## config.mk

```make
export PLATFORM = sky130hd
export DESIGN_NAME = debug_digit_scanner
export DESIGN_NICKNAME = d
export VERILOG_FILES = /design/src/rtl/debug_digit_scanner_pkg.sv /design/src/rtl/hex_digit_sel.sv /design/src/rtl/debug_digit_scanner.sv
export SDC_FILE = /design/constraint.sdc
export NUM_CORES = 2
export LEC_CHECK = 0
export CAP_MARGIN = 40
export CORE_MARGIN = 1.5
export CORE_UTILIZATION = 50
export CTS_CLUSTER_DIAMETER = 120
export CTS_CLUSTER_SIZE = 30
export DETAILED_ROUTE_END_ITERATION = 10
export PLACE_DENSITY = 0.73
export SLEW_MARGIN = 20
export SYNTH_ARGS = -nofsm -noshare
export SYNTH_HDL_FRONTEND = slang
export SYNTH_HIERARCHICAL = 1
export SYNTH_SLANG_ARGS = --single-unit
export TNS_END_PERCENT = 30
```

## constraint.sdc

```tcl
create_clock -name sys_clk -period 6 [get_ports sys_clk]
set_input_delay 1.2 -clock sys_clk [delete_from_list [all_inputs] [get_ports sys_clk]]
set_output_delay 1.2 -clock sys_clk [all_outputs]
set_load 0.01 [all_outputs]
```

## src/rtl/debug_digit_scanner_pkg.sv

```systemverilog
// Shared constants for the debug digit scanner: glyph codes, default geometry
// and the FSM state encoding.
package debug_pkg;

    localparam int DEF_SEQ_LEN    = 16;
    localparam int DEF_SEQ_NUM    = 16;
    localparam int DEF_SEQ_DIGITS = DEF_SEQ_LEN / 4 + 1;

    localparam logic [4:0] GLYPH_PLUS  = 5'd16;
    localparam logic [4:0] GLYPH_MINUS = 5'd17;
    localparam logic [4:0] GLYPH_BLANK = 5'd31;

    localparam logic [1:0] ST_IDLE = 2'd0;
    localparam logic [1:0] ST_CONV = 2'd1;
    localparam logic [1:0] ST_SWAP = 2'd2;

endpackage

```

## src/rtl/hex_digit_sel.sv

```systemverilog
// Combinational glyph picker: index 0 is the sign, 1..N are magnitude nibbles
// MSB first. Negative values are shown as sign plus two's-complement magnitude.
module hex_digit_sel
    import debug_pkg::*;
#(
    parameter int SEQ_LEN = DEF_SEQ_LEN
) (
    input  logic [SEQ_LEN-1:0] value,
    input  logic [2:0]         dig_idx,
    output logic [4:0]         code
);

    localparam int NIB = SEQ_LEN / 4;

    logic [SEQ_LEN-1:0] mag;

    always_comb begin
        // Unsigned negation: the most negative value maps onto itself.
        mag  = value[SEQ_LEN-1] ? (SEQ_LEN'(0) - value) : value;
        code = GLYPH_BLANK;
        if (dig_idx == 3'd0) begin
            code = value[SEQ_LEN-1] ? GLYPH_MINUS : GLYPH_PLUS;
        end else begin
            for (int i = 0; i < NIB; i++) begin
                if (dig_idx == 3'(NIB - i))
                    code = {1'b0, mag[i*4 +: 4]};
            end
        end
    end

endmodule

```

## src/rtl/debug_digit_scanner.sv

```systemverilog
// Snapshots debug sequences at vertical blank, renders them one glyph per cycle
// into a back buffer, then swaps it to the front for the pixel generator.
module debug_digit_scanner
    import debug_pkg::*;
#(
    parameter int SEQ_LEN    = DEF_SEQ_LEN,
    parameter int SEQ_NUM    = DEF_SEQ_NUM,
    parameter int SEQ_DIGITS = SEQ_LEN / 4 + 1
) (
    input  logic                       sys_clk,
    input  logic                       sys_rst,
    input  logic                       frame_start,
    input  logic [SEQ_NUM*SEQ_LEN-1:0] seq_in,
    input  logic [3:0]                 rd_seq,
    input  logic [2:0]                 rd_digit,
    output logic [4:0]                 rd_code,
    output logic                       busy,
    output logic                       done,
    output logic [7:0]                 overrun_cnt
);

    localparam logic [3:0] SEQ_LAST = 4'(SEQ_NUM - 1);
    localparam logic [2:0] DIG_LAST = 3'(SEQ_DIGITS - 1);

    logic [1:0]                              state;
    logic                                    front;
    logic [3:0]                              seq_idx;
    logic [2:0]                              dig_idx;
    logic [SEQ_NUM-1:0][SEQ_LEN-1:0]         snap;
    logic [1:0][SEQ_NUM-1:0][SEQ_DIGITS-1:0][4:0] glyphs;
    logic [4:0]                              glyph;
    logic                                    rd_oob;

    hex_digit_sel #(.SEQ_LEN(SEQ_LEN)) u_sel (
        .value   (snap[seq_idx]),
        .dig_idx (dig_idx),
        .code    (glyph)
    );

    assign busy   = (state != ST_IDLE);
    assign rd_oob = (32'(rd_seq) >= SEQ_NUM) || (32'(rd_digit) >= SEQ_DIGITS);

    always_ff @(posedge sys_clk) begin
        if (sys_rst) begin
            state       <= ST_IDLE;
            front       <= 1'b0;
            done        <= 1'b0;
            overrun_cnt <= '0;
            rd_code     <= '0;
            seq_idx     <= '0;
            dig_idx     <= '0;
            snap        <= '0;
            glyphs      <= '0;
        end else begin
            done    <= 1'b0;
            // Reads only ever see the front half, so they are safe in any state.
            rd_code <= rd_oob ? GLYPH_BLANK : glyphs[front][rd_seq][rd_digit];

            if (frame_start && busy && overrun_cnt != 8'hFF)
                overrun_cnt <= overrun_cnt + 8'd1;

            case (state)
                ST_IDLE: begin
                    if (frame_start) begin
                        snap    <= seq_in;
                        seq_idx <= '0;
                        dig_idx <= '0;
                        state   <= ST_CONV;
                    end
                end
                ST_CONV: begin
                    glyphs[~front][seq_idx][dig_idx] <= glyph;
                    if (dig_idx == DIG_LAST) begin
                        dig_idx <= '0;
                        if (seq_idx == SEQ_LAST) state   <= ST_SWAP;
                        else                     seq_idx <= seq_idx + 4'd1;
                    end else begin
                        dig_idx <= dig_idx + 3'd1;
                    end
                end
                ST_SWAP: begin
                    front <= ~front;
                    done  <= 1'b1;
                    state <= ST_IDLE;
                end
                default: state <= ST_IDLE;
            endcase
        end
    end

endmodule

```

### Word level (Yosys, flattened, before mapping)

Index checks and enable logic that the tools add are counted.

* flip-flop bits (word level): 1080
* RAM bits: 0
* bits of input ports: 266
* bits in latches: 0
* output and inout bits: 15
* logic and storage cells: 258
* memories kept: 0
* bits in read-only memories: 0

* shift-type cells: 0
* add/sub/neg operators: 4
* muxes and demuxes: 35
* divide/modulo/power cells: 0
* reduce and logical (&&, ||, !) cells: 13
* equality and inequality tests: 12
* multiply operators: 0
* magnitude comparators: 10
* bitwise gates (word level): 1

Operators with widths (count)
* 400-bit 2-to-1 mux: 3
* 800-bit bitwise mux: 1
* 400-bit demux with 1-bit select: 1
* 25-bit binary-select mux with 4-bit select: 1
* 25-bit demux with 4-bit select: 1
* 16-bit binary-select mux with 4-bit select: 1
* 25-bit 2-to-1 mux: 2
* 5-bit 2-to-1 mux: 8
* 16-bit 2-to-1 mux: 2
* 1-bit by 16-bit subtractor with 16-bit output, first input constant: 1
* 5-bit binary-select mux with 3-bit select: 1
* 5-bit demux with 3-bit select: 1
* 4-bit 2-to-1 mux: 3
* 4-bit by 5-bit less-than comparator with 1-bit output, second input constant: 2
* 8-bit by 1-bit adder with 8-bit output, second input constant: 1
* 3-bit by 4-bit less-than comparator with 1-bit output, second input constant: 2
* 2-bit inequality test, second input constant: 4
* 8-bit inequality test, second input constant: 1
* 4-bit one-hot mux with 2 select lines: 1
* 3-bit by 2-bit equality test with 1-bit output, second input constant: 2
* 2-bit 2-to-1 mux: 3
* 3-bit 2-to-1 mux: 2
* 3-bit one-hot mux with 2 select lines: 1
* 1-bit logical AND: 5
* 21 further kinds: 25

### Logic depth before layout (Yosys ltp)

* depth in word-level cells: 10
* mapped depth: 16
* mapped depth without buffers: 11

### Cells and area by module

The synthesis kept the hierarchy.

Modules (own cells, without submodules)
* debug_digit_scanner: area each 47459.3 µm², cells each 5481, times used 1, sequential area each 21620.7 µm²
* hex_digit_sel: area each 494.2 µm², cells each 68, times used 1, sequential area each 0.0 µm²

### Worst setup path after synthesis

OpenSTA, ideal clock, no wires.

* kind: register -> register
* start point: register seq_idx[0]
* end point: register glyphs[1] (netlist bit)
* path slack: 1070 ps
* library setup time: 70 ps
* data arrival time: 4860 ps
* path buffers: 5
* stages on the path, launching flop included: 15
* path through: dfxtp_1 buf_2 buf_1 mux4_2 mux4_2 or4_4 or4_4 o31ai_2 xor2_1 a211oi_1 clkbuf_1 clkbuf_1 clkbuf_1 nand3_1 a21oi_1

* cells in the longest elaborated chain, start to end: 10
* elaborated cells on any way between the ends: 17

RTL lines
* start, declared: RTL line debug_digit_scanner.sv:27 `logic [3:0] seq_idx;`
* start signal, assigned: RTL line debug_digit_scanner.sv:76 `else seq_idx <= seq_idx + 4'd1;`
* 16-bit binary-select mux with 4-bit select (*): RTL line debug_digit_scanner.sv:35 `.value (snap[seq_idx]),`
* 16-bit 2-to-1 mux (implied by the code) (*): RTL line debug_digit_scanner.sv:35
* 1-bit by 16-bit subtractor with 16-bit output: RTL line hex_digit_sel.sv:19 `mag = value[SEQ_LEN-1] ? (SEQ_LEN'(0) - value) : value;`
* 16-bit 2-to-1 mux (*): RTL line hex_digit_sel.sv:19
* 5-bit 2-to-1 mux (3 in a row): RTL line hex_digit_sel.sv:25 `if (dig_idx == 3'(NIB - i))`
* 5-bit 2-to-1 mux (*): RTL line hex_digit_sel.sv:25
* 5-bit 2-to-1 mux (*): RTL line hex_digit_sel.sv:21 `if (dig_idx == 3'd0) begin`
* net glyph[1]: RTL line debug_digit_scanner.sv:31 `logic [4:0] glyph;`
* 800-bit bitwise mux (*): RTL line debug_digit_scanner.sv:72 `glyphs[~front][seq_idx][dig_idx] <= glyph;`
* end signal, assigned by index: RTL line debug_digit_scanner.sv:72
* end, declared: RTL line debug_digit_scanner.sv:30 `logic [1:0][SEQ_NUM-1:0][SEQ_DIGITS-1:0][4:0] glyphs;`

Mark *: on every way through the listed nets, which the timed path passes. The rest lies on a longest branch. The select of a mux whose other input is x is not followed.
A chain may end at the register's enable or synchronous reset.

### Worst setup path after layout

* start point: register seq_idx[0]
* end point: register glyphs[258] (netlist bit)

The elaborated chain is that of the path after synthesis.

==> results.md <==
Run status:
- The flow ran to the end, and the final reports show no timing, DRC or antenna violations.

Finish:
- The library cells used most frequently in the layout, excluding fill and tap cells, are nand2_1 (1360), dfxtp_1 (1077), a21oi_1 (944).
- The area added between synthesis and finish is 9.842%.
- After routing the design area is 52670 um2.
- The post-route netlist has a little under a tenth of its cells at a drive strength greater than 1.
- The net count of the finished layout is roughly 5700.
- The final core utilization is 55.44%.
- Leaving out fill and tap cells, the most frequent cell in the layout is nand2_1.

Yosys:
- In this run, synthesis inferred 0 flip-flops with an integrated enable.
- The synthesized design spends more area on one cell type than any other, namely dfxtp_1.
- The post-synthesis cell count is 5549.
- The commonest register cell after synthesis is dfxtp_1.
- The number of synthesized register bits is about 1100.
- The average size of a mapped cell is approximately 8.6 um2.
- Sorting the synthesized cells by area gives the leading types as dfxtp_1 (45%), mux4_2 (13%), nand2_1 (11%).
- The Yosys step of the flow raised 6 warnings.
- The number of distinct standard cells referenced by the synthesized netlist is 67.
- The post-synthesis instance area is 47950 um2.
- The register area share after synthesis is between 40% and 50%.
- In the synthesized netlist the async set-or-reset flop fraction comes to 0%.
- The fraction of synthesized cell area taken by the top area cell type is ~45%.
- The post-synth net total is between 5000 and 6000.

Power and ir drop:
- Power spread over the standard cell area amounts to 226.3 nW/um2.
- The highest ir drop seen on vdd is between 0.2 and 0.25 mV.
- In this run the static leakage power is 16.14 nW.
- Overall power consumption after layout is estimated at 0.01192 W.

Placement:
- The post-DP HPWL is 94720 um.
- The placed instances occupy a cell area of between 50000 and 60000 um2.
- At the end of routability-driven placement, the weighted congestion stood at 0.8900.
- Port buffering added 280 buffers.

CTS:
- The clock tree synthesis step divided the H-tree into 2 levels.
- The tree is rooted in a clkbuf_16.
- Counting along the longest clock path gives a buffer depth of 3.
- The number of buffers added to fix hold violations after cts is 0.
- The clock network latency to the later pin of the worst-skew pair is 0.64 ns.
- After clock tree synthesis, the clock-pin slew on the worst setup and hold paths is approximately 0.12 ns.
- The clock buffer count from CTS is 41.
- The number of gates given a new drive strength after cts is 0.
- Post-CTS timing repair inserted 0 buffers for setup.
- The clock tree from TritonCTS is done.
- The number of clock sinks is 1080.

Floorplan:
- The die outline height is 312.7 um.
- The floorplan step defined a die boundary enclosing 97780 um2.
- The number of top-level pins is 281.
- The number of standard-cell rows in the floorplan is 113.
- For this configuration, the core starts out at a cell density of 50.47%.
- The region available for standard cell placement spans 95010 um2.
- The die span in x is around 310 um.

Global route:
- The number of global-route vias before repair is 38330.
- The aggregate global-route resource usage is between 20% and 30%.
- The total overflow reported by the global router is 0.
- The largest net degree at the start of global routing is 180.
- The wire length of the first global-routing pass is 223900 um.
- The number of antenna violations at the first check in global routing is 19.

Routing:
- Before antenna repair, the detailed router went through 5 iterations.
- The final routed wire length divided by cell count is 21.54 um.
- The final wirelength is 144900 um.
- The remaining number of nets flagged by the antenna check after routing is 0.
- Detailed routing inserted a total of around 41000 vias.
- The detailed-route DRC error count is 0.
- After the first detailed-routing iteration, the DRC count stood at 4877.
- Dividing the detail-routed via count by the number of cells gives 6.136.

Critical path:
- The reg-to-reg endpoint is glyphs[258]$_SDFFE_PP0P_.
- The most prevalent standard cell on the critical path is mux4_2.
- The slowest library cell on the worst path is dfxtp_4.
- STA classifies the critical path startpoint as a flip-flop.
- The count of buffer and inverter cells on the critical path is 2.
- The path depth of the worst reg2reg path is 11.
- The most critical setup path has its endpoint at glyphs[258]$_SDFFE_PP0P_.
- STA classifies the critical path endpoint as a flip-flop.
- Counting buffers and inverters, the worst setup path is 11 cells deep.
- The largest delay contributor family on the critical path is simple AND/OR/NAND/NOR gates.
- The maximum net fanout on the critical path is 48.
- Setup slack on the worst reg-to-reg path comes out at 0.83 ns.
- The critical path is of the flip-flop to flip-flop type.
- Tracing the worst setup path back leads to its startpoint at seq_idx[0]$_SDFFE_PP0P_.
- Walking the worst path, the cells encountered are buf_4 -> mux4_2 -> mux4_2 -> or3_2 -> or4_4 -> nor4_2 -> o32a_1 -> o211a_4 -> buf_12 -> nand3_1 -> a21oi_1.
- The launch point of the worst reg-to-reg path is seq_idx[0]$_SDFFE_PP0P_.
- For this run, the slowest stage of the critical path takes roughly 0.86 ns.
- The required time of the worst setup path is between 6 and 7 ns.
- The data arrival time of the worst path is between 5 and 6 ns.

Timing:
- Based on the critical path, the design can be clocked at up to between 150 and 200 MHz.
- Of the available clock period, the critical path in the final layout requires 86.13%.
- Setup violations remaining at the end of the flow were counted as 0.
- Headroom to the max-slew limit came out at 36.46%.
- The number of endpoints with negative hold slack in the final report is 0.
- Adding up every negative setup slack in the final design gives 0 ns.
- Clock skew on the completed layout was measured at 0.03540 ns.
- The number of pins with negative max-slew slack in the final report was 0.
- For the finished layout, the period the worst path requires is about 5.2 ns.
- Setup repair after global routing left no endpoint under its margin.
- For the pin with the worst max-slew slack, the measured transition is roughly 0.95 ns.

Hold path:
- The class of the most critical hold timing path is flip-flop to flip-flop.

Flow run:
- The count of max-cap constraint violations is 0.
Yosys cell counts (18+ instances only):
| library cell | number |
|---|---|
| nor2b_1 | 24 |
| mux2i_1 | 164 |
| nor2_1 | 179 |
| buf_2 | 44 |
| buf_1 | 52 |
| o21ai_0 | 25 |
| a211oi_1 | 18 |
| a21oi_1 | 944 |
| nand2_1 | 1361 |
| nor3_1 | 26 |
| mux4_2 | 279 |
| dfxtp_1 | 1080 |
| a22oi_1 | 27 |
| nand3_1 | 679 |
| clkbuf_1 | 426 |
sequential cells by signal (all words and copies together), names as in the netlist:
name / count
front: 1
snap: 256
dig_idx: 3
state: 2
rd_code: 5
seq_idx: 4
glyphs: 800
done: 1
overrun_cnt: 8
worst reg2reg max path, cell delays in order (launching register included):
cell and delay, ns:
dfxtp_4 0.86, buf_4 0.40, mux4_2 0.57, mux4_2 0.50
or3_2 0.55, or4_4 0.50, nor4_2 0.28, o32a_1 0.19
o211a_4 0.59, buf_12 0.37, nand3_1 0.14, a21oi_1 0.17
per-layer routing:
layer	wire, um	vias to the layer above	GRT usage (%)
met3	11650	295	3.851
li1	-	19040	-
met4	5648	4	10.83
met1	58380	20180	38.95
met2	69160	1745	46.49
met5	25	-	0
worst min path at each step:
stage / slack (ns) / start / endpoint / cells past startpoint
floorplan: 0.43 / glyphs[660]$_SDFFE_PP0P_ / glyphs[660]$_SDFFE_PP0P_ / 2
global placement: 0.44 / glyphs[638]$_SDFFE_PP0P_ / glyphs[638]$_SDFFE_PP0P_ / 2
detailed placement: 0.44 / glyphs[429]$_SDFFE_PP0P_ / glyphs[429]$_SDFFE_PP0P_ / 2
CTS: 0.46 / glyphs[469]$_SDFFE_PP0P_ / glyphs[469]$_SDFFE_PP0P_ / 2
global route: 0.47 / glyphs[612]$_SDFFE_PP0P_ / glyphs[612]$_SDFFE_PP0P_ / 2
finish: 0.46 / glyphs[411]$_SDFFE_PP0P_ / glyphs[411]$_SDFFE_PP0P_ / 2
final cells by class:
cell class,instances,area (um2)
fill,8553,42340
timing repair buffer,392,4098
multi-input combinational,3911,24220
clock inverter,2,17.52
inverter,14,52.55
tap,1265,1583
antenna,17,42.54
sequential,1080,21630
clock buffer,43,1033
cell families after synthesis:
group	synth area share, %
flip-flops	45.09
buffers and inverters	4.702
AND/OR/NAND/NOR	20.88
XOR/XNOR	0.3470
multiplexers	16.81
AO/OA/AOI/OAI	11.97
adder cells (fa/ha/maj)	0.2087
power breakdown:
part / total, W / internal (W) / switching (W)
Sequential: 0.00733 / 0.00727 / 0.0000608
Clock: 0.00350 / 0.00126 / 0.00224
Combinational: 0.00110 / 0.000408 / 0.000688
stage by stage:
step	cells	setup slack [ns]	hold slack [ns]
finish	6724	0.8324	0.4578
CTS	6705	0.8494	0.4591
floorplan	5549	1.070	0.4318
global placement	6650	0.9530	0.4379
detailed placement	6660	0.8558	0.4431
global route	6723	0.5999	0.4731
No activity file was read; power rests on OpenSTA's default activity.
